### config.mk
export PLATFORM = sky130hd
export DESIGN_NAME = ram40_port_ctrl
export DESIGN_NICKNAME = d
export VERILOG_FILES = /design/src/rtl/ram40_port_ctrl.sv
export SDC_FILE = /design/constraint.sdc
export NUM_CORES = 1
export LEC_CHECK = 0
export CORE_MARGIN = 2
export CORE_UTILIZATION = 45
export CTS_CLUSTER_SIZE = 20
export DETAILED_ROUTE_END_ITERATION = 12
export GPL_ROUTABILITY_DRIVEN = 0
export GPL_TIMING_DRIVEN = 0
export PLACE_DENSITY = 0.78
export REMOVE_ABC_BUFFERS = 1
export SLEW_MARGIN = 20
export SYNTH_ARGS = -nofsm -noshare
export SYNTH_HDL_FRONTEND = slang
export SYNTH_SLANG_ARGS = --single-unit
### constraint.sdc
create_clock -name clk -period 4 [get_ports clk]
set_clock_uncertainty 0.1 [all_clocks]
set_input_delay 1 -clock clk [delete_from_list [all_inputs] [get_ports clk]]
set_output_delay 1 -clock clk [all_outputs]
set_load 0.01 [all_outputs]
### src/rtl/ram40_port_ctrl.sv
// ram40_port_ctrl
//   Bridges a 32-bit word request channel onto one 256x16 block RAM.
//   Every word occupies two consecutive halfword locations, so each access
//   takes two RAM cycles. A write needs 3 cycles and a read needs 4 cycles,
//   counted from acceptance back to IDLE. After reset the controller can
//   zero-fill the whole RAM before it accepts any request.
//
// Ports
//   clk, rst                  clock, synchronous active-high reset
//   req_valid/req_ready       request handshake (ready only in IDLE)
//   req_we, req_addr[6:0]     write enable, word address
//   req_wdata[31:0], req_be   write data, byte enables
//   rsp_valid, rsp_rdata      one-cycle read strobe, read data (held)
//   busy                      clear sequence in progress
//   ram_re, ram_raddr         RAM read port (data returns one cycle later)
//   ram_rdata                 RAM registered read data
//   ram_we, ram_waddr,        RAM write port; ram_mask bit=1 leaves that
//   ram_wdata, ram_mask       bit unchanged
module ram40_port_ctrl #(
  parameter bit CLEAR_ON_RESET = 1'b1
) (
  input  logic        clk,
  input  logic        rst,
  input  logic        req_valid,
  output logic        req_ready,
  input  logic        req_we,
  input  logic [6:0]  req_addr,
  input  logic [31:0] req_wdata,
  input  logic [3:0]  req_be,
  output logic        rsp_valid,
  output logic [31:0] rsp_rdata,
  output logic        busy,
  output logic        ram_re,
  output logic [10:0] ram_raddr,
  input  logic [15:0] ram_rdata,
  output logic        ram_we,
  output logic [10:0] ram_waddr,
  output logic [15:0] ram_wdata,
  output logic [15:0] ram_mask
);

  typedef enum logic [2:0] {
    S_CLEAR,
    S_IDLE,
    S_WR_LO,
    S_WR_HI,
    S_RD_LO,
    S_RD_HI,
    S_RD_END
  } state_t;

  // Halfword address of one half of word addr.
  function automatic logic [10:0] f_half_addr(input logic [6:0] addr, input logic hi);
    return {3'b000, addr, hi};
  endfunction

  // Two byte enables -> 16-bit write mask (1 = keep the bit).
  function automatic logic [15:0] f_mask(input logic [1:0] be);
    return {{8{~be[1]}}, {8{~be[0]}}};
  endfunction

  state_t      r_state;
  logic [7:0]  r_cnt;
  logic [6:0]  r_addr;
  logic [15:0] r_wdata_hi;
  logic [1:0]  r_be_hi;
  logic [15:0] r_lo;
  logic [31:0] r_rdata;
  logic        r_rsp_valid;
  logic        r_ready;
  logic        r_busy;
  logic        r_ram_we;
  logic        r_ram_re;
  logic [10:0] r_ram_waddr;
  logic [10:0] r_ram_raddr;
  logic [15:0] r_ram_wdata;
  logic [15:0] r_ram_mask;

  logic [7:0]  w_cnt_nxt;
  assign w_cnt_nxt = r_cnt + 8'd1;

  // All outputs are registered for the state being entered. The strobes are
  // additionally gated by rst, so they read 0 from the first reset cycle on.
  always_ff @(posedge clk) begin
    if (rst) begin
      r_state     <= CLEAR_ON_RESET ? S_CLEAR : S_IDLE;
      r_cnt       <= 8'd0;
      r_rsp_valid <= 1'b0;
      r_rdata     <= 32'd0;
      r_ready     <= !CLEAR_ON_RESET;
      r_busy      <= CLEAR_ON_RESET;
      r_ram_we    <= CLEAR_ON_RESET;
      r_ram_re    <= 1'b0;
      r_ram_waddr <= 11'd0;
      r_ram_raddr <= 11'd0;
      r_ram_wdata <= 16'd0;
      r_ram_mask  <= CLEAR_ON_RESET ? 16'h0000 : 16'hFFFF;
    end else begin
      r_rsp_valid <= 1'b0;
      r_ready     <= 1'b0;
      r_busy      <= 1'b0;
      r_ram_we    <= 1'b0;
      r_ram_re    <= 1'b0;
      r_ram_waddr <= 11'd0;
      r_ram_raddr <= 11'd0;
      r_ram_wdata <= 16'd0;
      r_ram_mask  <= 16'hFFFF;

      case (r_state)
        S_CLEAR: begin
          if (r_cnt == 8'd255) begin
            r_state <= S_IDLE;
            r_ready <= 1'b1;
          end else begin
            r_cnt       <= w_cnt_nxt;
            r_busy      <= 1'b1;
            r_ram_we    <= 1'b1;
            r_ram_waddr <= {3'b000, w_cnt_nxt};
            r_ram_mask  <= 16'h0000;
          end
        end

        S_IDLE: begin
          if (req_valid) begin
            r_addr     <= req_addr;
            r_wdata_hi <= req_wdata[31:16];
            r_be_hi    <= req_be[3:2];
            if (req_we) begin
              r_state     <= S_WR_LO;
              r_ram_we    <= |req_be[1:0];
              r_ram_waddr <= f_half_addr(req_addr, 1'b0);
              r_ram_wdata <= req_wdata[15:0];
              r_ram_mask  <= f_mask(req_be[1:0]);
            end else begin
              r_state     <= S_RD_LO;
              r_ram_re    <= 1'b1;
              r_ram_raddr <= f_half_addr(req_addr, 1'b0);
            end
          end else begin
            r_ready <= 1'b1;
          end
        end

        S_WR_LO: begin
          r_state     <= S_WR_HI;
          r_ram_we    <= |r_be_hi;
          r_ram_waddr <= f_half_addr(r_addr, 1'b1);
          r_ram_wdata <= r_wdata_hi;
          r_ram_mask  <= f_mask(r_be_hi);
        end

        S_WR_HI: begin
          r_state <= S_IDLE;
          r_ready <= 1'b1;
        end

        S_RD_LO: begin
          r_state     <= S_RD_HI;
          r_ram_re    <= 1'b1;
          r_ram_raddr <= f_half_addr(r_addr, 1'b1);
        end

        // RAM data lags ram_re by one cycle: low half arrives here.
        S_RD_HI: begin
          r_state <= S_RD_END;
          r_lo    <= ram_rdata;
        end

        S_RD_END: begin
          r_state     <= S_IDLE;
          r_rdata     <= {ram_rdata, r_lo};
          r_rsp_valid <= 1'b1;
          r_ready     <= 1'b1;
        end

        default: begin
          r_state <= S_IDLE;
          r_ready <= 1'b1;
        end
      endcase
    end
  end

  assign req_ready = r_ready & ~rst;
  assign rsp_valid = r_rsp_valid & ~rst;
  assign ram_we    = r_ram_we & ~rst;
  assign ram_re    = r_ram_re & ~rst;
  assign rsp_rdata = r_rdata;
  assign busy      = r_busy;
  assign ram_waddr = r_ram_waddr;
  assign ram_raddr = r_ram_raddr;
  assign ram_wdata = r_ram_wdata;
  assign ram_mask  = r_ram_mask;

endmodule
# Yosys cells after proc, flatten, opt, wreduce, memory -nomap -nowiden
# Index checks and enable logic that the tools add are counted.
# Widths: inputs -> output; s select.
[op_classes] bitwise=10 n_addsub=1 eq_ne=8 mux=30 n_reduce_logical=8
[op_table] op="$mux 16" n=5
[op_table] op="$pmux 16 s3" n=1
[op_table] op="$mux 8" n=5
[op_table] op="$pmux 16 s2" n=1
[op_table] op="$pmux 8 s3" n=1
[op_table] op="$pmux 8 s2" n=1
[op_table] op="$pmux 3 s5" n=1
[op_table] op="$eq 3x3->1 const B" n=3
[op_table] op="$mux 1" n=9
[op_table] op="$mux 3" n=3
[op_table] op="$add 8x1->8 const B" n=1
[op_table] op="$eq 8x8->1 const B" n=1
[op_table] op="$not 1->1" n=6
[op_table] op="$pmux 1 s3" n=2
[op_table] op="$reduce_and 2->1" n=3
[op_table] op="$and 1x1->1" n=4
[op_table] op="$ne 2x2->1 const B" n=2
[op_table] op="$reduce_or 2->1" n=2
[op_table] op="$eq 3x1->1 const B" n=1
[op_table] op="$eq 3x2->1 const B" n=1
[op_table] op="$logic_not 3->1" n=1
[op_table] op="$reduce_and 3->1" n=1
[op_table] op="$reduce_or 3->1" n=1
[op_table] op="$pmux 1 s2" n=1
[totals] regBits=143 input_bits=63

# Longest topological paths before layout
# Gate-level depths: netlist of run 1.
[depth] word_depth=4 ltp_mapped=7 ltp_nobuf=5

# Worst setup path before layout of run 1
# No wires, ideal clock.
[synth_timing] kind="input port to flip-flop" startpoint="input rst" endpoint="register r_lo[0] (enable)" setup_slack_ns=1.117 arrival_ns=2.374 setup_ns=0.409 cell_stages=2 path_buffers=1 required_ns=3.491 cell_sequence="clkbuf_1 > nor3_1"
[synth_via] elab_chain_len=2
[synth_rtl] element="start: declaration" line_no="23" rtl="input logic rst,"
[synth_rtl] element="$not 1->1 (no source line)"
[synth_rtl] element="$reduce_and 2->1 (no source line)"
[synth_rtl] element="end signal: assignment" line_no="166" rtl="r_lo <= ram_rdata;"
[synth_rtl] element="end: declaration" line_no="67" rtl="logic [15:0] r_lo;"
# No other way between the ends.
# A chain may end at the register's enable or synchronous reset.

# Worst setup path after layout of run 1
[layout_timing] startpoint="input rst" endpoint="output ram_re"
[layout_via] elab_chain_len=2
[layout_rtl] element="$not 1->1 (no source line)"
[layout_rtl] element="$and 1x1->1" line_no="187" rtl="assign ram_re = r_ram_re & ~rst;"
[layout_rtl] element="end: declaration" line_no="33" rtl="output logic ram_re,"
# No other way between the ends.

==> metrics.md, run 1 <==
| Metric | Value |
|---|---|
| Area grow syn2layout | `44.47%` |
| Final setup viols | `0` |
| Vias | `3593` |
| Post-DR wirelength/cell | `15.41 µm` |
| Post-route ant nets | `0` |
| Rows | `36` |
| Fin crit period | `3372 ps` |
| Power Density | `424.1 nW/µm²` |
| Worst path slowest cell | `clkdlybuf4s50_1` |
| Max-slew violation count | `0` |
| Synth Register Bits | `123` |
| Root Buffer | `clkbuf_8` |
| Ys Warns | `0` |
| Routing usage on met3 | `7.581%` |
| CTS tree | `yes` |
| Routed WL | `10780 µm` |
| Largest cells by area after synthesis | `dfxtp_1, edfxtp_1, nand2_1` |
| Final global-route overflow total | `0` |
| I/O Pins | `154` |
| Fin. Hold Viols | `0` |
| Core ar. | `9774 µm²` |
| Clock buffer depth | `2` |
| Number of global-route vias before repair | `between 3k and 4k` |
| Sequential Power Share | `46.7%` |
| Antenna diodes | `0` |
| Crit path capture type | `primary output` |
| Power Total | `about 2.8 mW` |
| Chip Width | `between 100 and 150 µm` |
| Period utilization | `84.29%` |
| Final #Nets | `618` |
| LEAKAGE | `2.168 nW` |
| Worst-Margin Slew | `1073 ps` |
| # fillers | `734` |
| First-pass GRT wire length | `17490 µm` |
| Iter 0 DRT Violations | `~230` |
| Num CTS Buffers | `17` |
| Clock-pin slew on the worst setup and hold paths | `60 ps` |
| Post-DP HPWL | `7530 µm` |
| Die height | `104.4 µm` |
| Syn Inst Count | `approximately 430` |
| Global routing usage on met1 | `between 20 and 25%` |
| Seq/Total Area, Yosys | `63.30%` |
| Worst Hold Class | `reg -> reg` |
| GRT busiest layer | `met2` |
| Crit path kind | `in -> out` |
| Fmax | `around 300 MHz` |
| Yosys top cell by area | `dfxtp_1` |
| Status | `complete, no violations` |
| Max incr delay on CP | `490 ps` |
| Layout cells sized above 1 | `8.818%` |
| Setup Fix Bufs, Post-CTS | `0` |
| Initial antenna violation count | `0` |
| Combinational Power Share | `3.9%` |
| GRT Total Usage | `20.29%` |
| Switch Pwr | `around 0.63 mW` |
| Full die area | `10900 µm²` |
| Post-CTS Resized | `0` |
| H-tree depth | `4` |
| Syn Std Cell Area | `4538 µm²` |
| Int Power | `2.145 mW` |
| Ys flop type | `dfxtp_1` |
| Clk pwr share | `between 40 and 50%` |
| VDD IR max | `0.2612 mV` |
| CP Data Required Time | `2900 ps` |
| DR pass1 iterations | `4` |
| RSZ-0062 raised after global routing | `no` |
| Synth Area per Inst | `10.68 µm²` |
| Crit-path cells | `buf_2 > buf_16 > nor2b_1 > clkdlybuf4s50_1` |
| Number of flops mapped to enable cells by yosys | `between 40 and 50` |
| Worst Hold Slack | `about 350 ps` |
| Number of port buffers | `147` |
| Sw Share | `22.84%` |
| Initial Util | `a little under half` |
| TNS Setup | `0 ps` |
| CP Data Arrival Time | `2270 ps` |
| Synth cell types | `47` |
| Ys async rst share | `0%` |
| Largest net degree at the start of global routing | `33` |
| CP Launch Type | `input port` |
| Hold-fix buffers, CTS | `0` |
| Drc violations | `0` |
| CTS sink count | `~120` |
| Rel. slew slack | `28.25%` |
| Area share of the largest cell type after synthesis | `a little over a third` |
| CP Max Fanout | `32` |
| Max_cap viols | `0` |
| Worst-skew pair later-pin latency | `510 ps` |
| Vias per cell | `5.133` |
| GR Util met2 | `33.15%` |
==> power by group through the flow <==
stage	sequential [mW]	combinational, mW	clock [mW]
after floorplan	1.33	0.0160	0
after global placement	1.33	0.102	0
after detailed placement	1.33	0.107	0
after CTS	1.30	0.108	1.40
after global routing	1.30	0.115	1.46
final	1.30	0.108	1.37
==> layer usage <==
metal	wire length, µm	vias to the layer above
li1	-	1738
met1	4521	1704
met2	5274	136
met3	837	15
met4	150	0
met5	0	-
==> synthesized netlist by cell type, types with 3 or more instances <==
master    count
edfxtp_1     41
nand2_1      72
a31oi_1       3
nand3_1       6
nor3b_2       3
clkbuf_1     16
nor3_1        3
a21oi_1      48
buf_2         8
nor2b_1       6
and3_1        3
nor2_1       32
o21ai_0       5
or3_1         3
dfxtp_1      82
nand2b_1      3
buf_4        21
or4_1         3
o31ai_1       3
xnor2_1       3
a22oi_1      29
==> flip-flops by register name (all words and copies together) (netlist names), 3 cells and up <==
signal      flops
r_addr          7
r_cnt           8
r_lo           16
r_state         3
r_wdata_hi     16
ram_raddr       8
ram_waddr       8
ram_wdata      16
rsp_rdata      32
==> cell usage in the layout (no fill, tap or decap), types with 3 or more instances in the layout <==
master,n
o21ai_0,5
clkbuf_16,16
or3_1,3
xnor2_1,3
clkinvlp_4,3
o31ai_1,3
dfxtp_1,82
a31oi_1,3
nand3_1,6
inv_6,7
clkdlybuf4s50_1,146
a22oi_1,29
nor2b_1,6
edfxtp_1,41
and3_1,3
or4_1,3
nor2_1,32
nand2b_1,3
a21oi_1,48
conb_1,6
nand2_1,72
==> worst max-delay path, delay by kind of cell <==
family        cells  cell delay, ps
simple gates      1              60
buf+inv           3            1190
==> worst paths after layout <==
| path | from | to | slack, ps | cells after the start |
|---|---|---|---|---|
| max | rst | ram_re | 630 | 4 |
| min | rsp_rdata[12]$_SDFFE_PP0P_ | rsp_rdata[12]$_SDFFE_PP0P_ | 350 | 2 |
| max reg2reg | r_state[0]$_SDFFE_PP0P_ | ram_waddr[6]$_SDFF_PP0_ | 1250 | 4 |
| min reg2reg | rsp_rdata[12]$_SDFFE_PP0P_ | rsp_rdata[12]$_SDFFE_PP0P_ | 350 | 2 |
==> cell families (layout without fill, tap and decap cells) <==
family,after synthesis,after routing,share of synthesized area (%)
compound gates,104,104,14.42
xor+xnor,5,5,0.9652
fa+ha+maj,1,1,0.2757
buf+inv,49,186,6.176
flops,123,123,63.30
other cells,1,6,0.08263
simple gates,142,142,14.78
==> final cells by class <==
| class | instances | area (µm²) | share of cell area (%) |
|---|---|---|---|
| clock buffers | 17 | 414.1 | 6.317 |
| clock inverters | 15 | 128.9 | 1.966 |
| inverters | 2 | 7.507 | 0.1145 |
| multi-input cells | 258 | 1420 | 21.66 |
| flip-flops and latches | 123 | 2873 | 43.82 |
| well taps | 133 | 166.4 | 2.538 |
| repair buffers | 152 | 1546 | 23.59 |
==> through the flow <==
stage	util, %	instance area, µm²	setup WS (ps)	instances
CTS	67.03	6551	624.7	700
global route	67.08	6556	550.0	700
floorplan	-	4284	1326	383
detailed placement	61.47	6008	614.4	668
global placement	60.59	5922	-1483	663
finish	67.08	6556	628.3	700
Note: power is estimated with default switching activity, not from simulation.
==> run 2, diff against run 1 <==
--- a/config.mk
+++ b/config.mk
@@ -6,12 +6,12 @@
 export NUM_CORES = 1
 export LEC_CHECK = 0
 export CORE_MARGIN = 2
-export CORE_UTILIZATION = 45
+export CORE_UTILIZATION = 41
 export CTS_CLUSTER_SIZE = 20
 export DETAILED_ROUTE_END_ITERATION = 12
 export GPL_ROUTABILITY_DRIVEN = 0
 export GPL_TIMING_DRIVEN = 0
-export PLACE_DENSITY = 0.78
+export PLACE_DENSITY = 0.75
 export REMOVE_ABC_BUFFERS = 1
 export SLEW_MARGIN = 20
 export SYNTH_ARGS = -nofsm -noshare
==> constraint.sdc (replaced) <==
create_clock -name clk -period 3 [get_ports clk]
set_clock_uncertainty 0.1 [all_clocks]
set_input_delay 0.75 -clock clk [delete_from_list [all_inputs] [get_ports clk]]
set_output_delay 0.75 -clock clk [all_outputs]
set_load 0.01 [all_outputs]
==> metrics.md, run 2 (synthesis results as in run 1) <==
| Metric | Value |
|---|---|
| Status | `complete, no violations` |
| Commonest non-fill, non-tap cell in the layout | `clkdlybuf4s50_1` |
| Core ar. | `10840 µm²` |
| Cells after DPL | `approximately 670` |
| Antenna diodes | `0` |
| Rel. slew slack | `around 29%` |
| Vias per cell | `5.153` |
| Max_cap viols | `0` |
| Max reg flops | `32` |
| TNS Setup | `0 ps` |
| Drc violations | `0` |
| CP Launch Type | `input port` |
| Largest net degree at the start of global routing | `38` |
| Worst-Margin Slew | `approximately 1100 ps` |
| Fin crit period | `2847 ps` |
| Final Instance Count excl. Fillers | `roughly 710` |
| CP Max Fanout | `37` |
| Routed WL | `11240 µm` |
| Min-delay src | `rsp_rdata[20]$_SDFFE_PP0P_` |
| Final #Nets | `617` |
| Post-route ant nets | `0` |
| Max-slew violation count | `0` |
| Hold path endpoint | `rsp_rdata[20]$_SDFFE_PP0P_` |
| Cell family with most CP delay | `buffers and inverters` |
| Max incr delay on CP | `510 ps` |
| Initial antenna violation count | `0` |
| Die height | `109.2 µm` |
| Reg2Reg Depth | `4` |
| H-tree depth | `4` |
| Final global-route overflow total | `0` |
| RSZ-0062 raised after global routing | `no` |
| Number of port buffers | `~150` |
| CP Data Arrival Time | `approximately 2000 ps` |
| Most frequent cells in the layout | `clkdlybuf4s50_1, dfxtp_1, nand2_1` |
| Setup Fix Bufs, Post-CTS | `0` |
| Layout cells sized above 1 | `8.657%` |
| Fmax | `351.2 MHz` |
| Root Buffer | `clkbuf_8` |
| R2r setup slk | `around 280 ps` |
| Crit-path cells | `buf_2 > buf_12 > nor2b_1 > clkdlybuf4s50_1` |
| Crit path capture type | `primary output` |
| Hold-fix buffers, CTS | `0` |
| Chip Width | `~110 µm` |
| Worst path slowest cell | `clkdlybuf4s50_1` |
| LEAKAGE | `2.174 nW` |
| Vias | `between 3k and 4k` |
| First-pass GRT wire length | `between 15000 and 20000 µm` |
| Num CTS Buffers | `17` |
| Initial Util | `41.86%` |
| Clock buffer depth | `2` |
| CTS tree | `yes` |
| CP Data Required Time | `roughly 2200 ps` |
| WHS Path Cells | `2` |
| Worst reg2reg path startpoint | `r_state[0]$_SDFFE_PP0P_` |
| I/O Pins | `between 150 and 200` |
| Area grow syn2layout | `45.00%` |
| Iter 0 DRT Violations | `244` |
| Post-DP HPWL | `between 7000 and 8000 µm` |
| FF-to-FF End | `ram_waddr[1]$_SDFF_PP0_` |
| CTS sink count | `123` |
| Crit path kind | `in -> out` |
| Number of global-route vias before repair | `3536` |
| Worst Hold Class | `reg -> reg` |
| Final setup viols | `0` |
| Rows | `38` |
| Power Density | `585.0 nW/µm²` |
| Worst-skew pair later-pin latency | `510 ps` |
| Fin. Hold Viols | `0` |
| Post-CTS Resized | `0` |
| WP buf/inv | `3` |
| Clock-pin slew on the worst setup and hold paths | `60 ps` |
| Full die area | `about 12000 µm²` |
| Worst Hold Slack | `approximately 350 ps` |
| Post-DR wirelength/cell | `15.92 µm` |
| DR pass1 iterations | `5` |
| Period utilization | `94.90%` |
| VDD IR max | `0.3372 mV` |
| GRT Total Usage | `19.21%` |
-- run 2: layout make-up --
cell class | instances | area, µm²
flip-flops and latches | 123 | 2873
clock buffers | 17 | 414.1
inverters | 2 | 7.507
fillers | 877 | 4260
clock inverters | 15 | 162.7
well taps | 140 | 175.2
multi-input cells | 258 | 1420
repair buffers | 151 | 1528
-- run 2: per-stage QoR --
step / power, mW / setup slack, ps / utilization (%) / instance area (µm²)
6_report: 3.849 / 153.0 / 60.70 / 6580
5_1_grt: 3.969 / 20.53 / 60.70 / 6580
4_1_cts: 3.883 / 161.6 / 60.69 / 6579
3_5_place_dp: 1.910 / 109.8 / 55.37 / 6002
3_3_place_gp: 1.905 / -2189 / 54.71 / 5931
2_1_floorplan: 1.790 / 575.6 / - / 4284
-- run 2: worst max-delay path by stage --
| stage | from | endpoint | cells after the start |
|---|---|---|---|
| after floorplan | rst | r_lo[0]$_DFFE_PP_ | 1 |
| after global placement | rst | r_lo[0]$_DFFE_PP_ | 2 |
| after detailed placement | req_valid | ram_waddr[6]$_SDFF_PP0_ | 4 |
| after CTS | rst | ram_we | 4 |
| after global routing | r_state[0]$_SDFFE_PP0P_ | ram_waddr[6]$_SDFF_PP0_ | 4 |
| final | rst | ram_we | 4 |
-- run 2: worst min-delay path, delay by kind of cell (launching register included) --
family	cells	cell delay, ps
flip-flops	1	310
AO/OA/AOI/OAI	1	50
AND/OR/NAND/NOR	1	50
-- run 2: power by group --
group	internal (mW)	total, mW	switching (mW)
Clock	1.20	1.97	0.779
Combinational	0.0905	0.144	0.0530
Sequential	1.73	1.73	0.00517
-- run 2: per-layer routing --
| layer | share of wire (%) | up-vias | track usage (%) | wire length, µm |
|---|---|---|---|---|
| met1 | 41 | 1736 | 22.54 | 4657 |
| met2 | 49 | 154 | 32.70 | 5522 |
| li1 | - | 1729 | - | - |
| met3 | 7.3 | 19 | 5.798 | 816 |
| met5 | 0 | - | 0 | 0 |
| met4 | 2.1 | 0 | 7.957 | 240 |
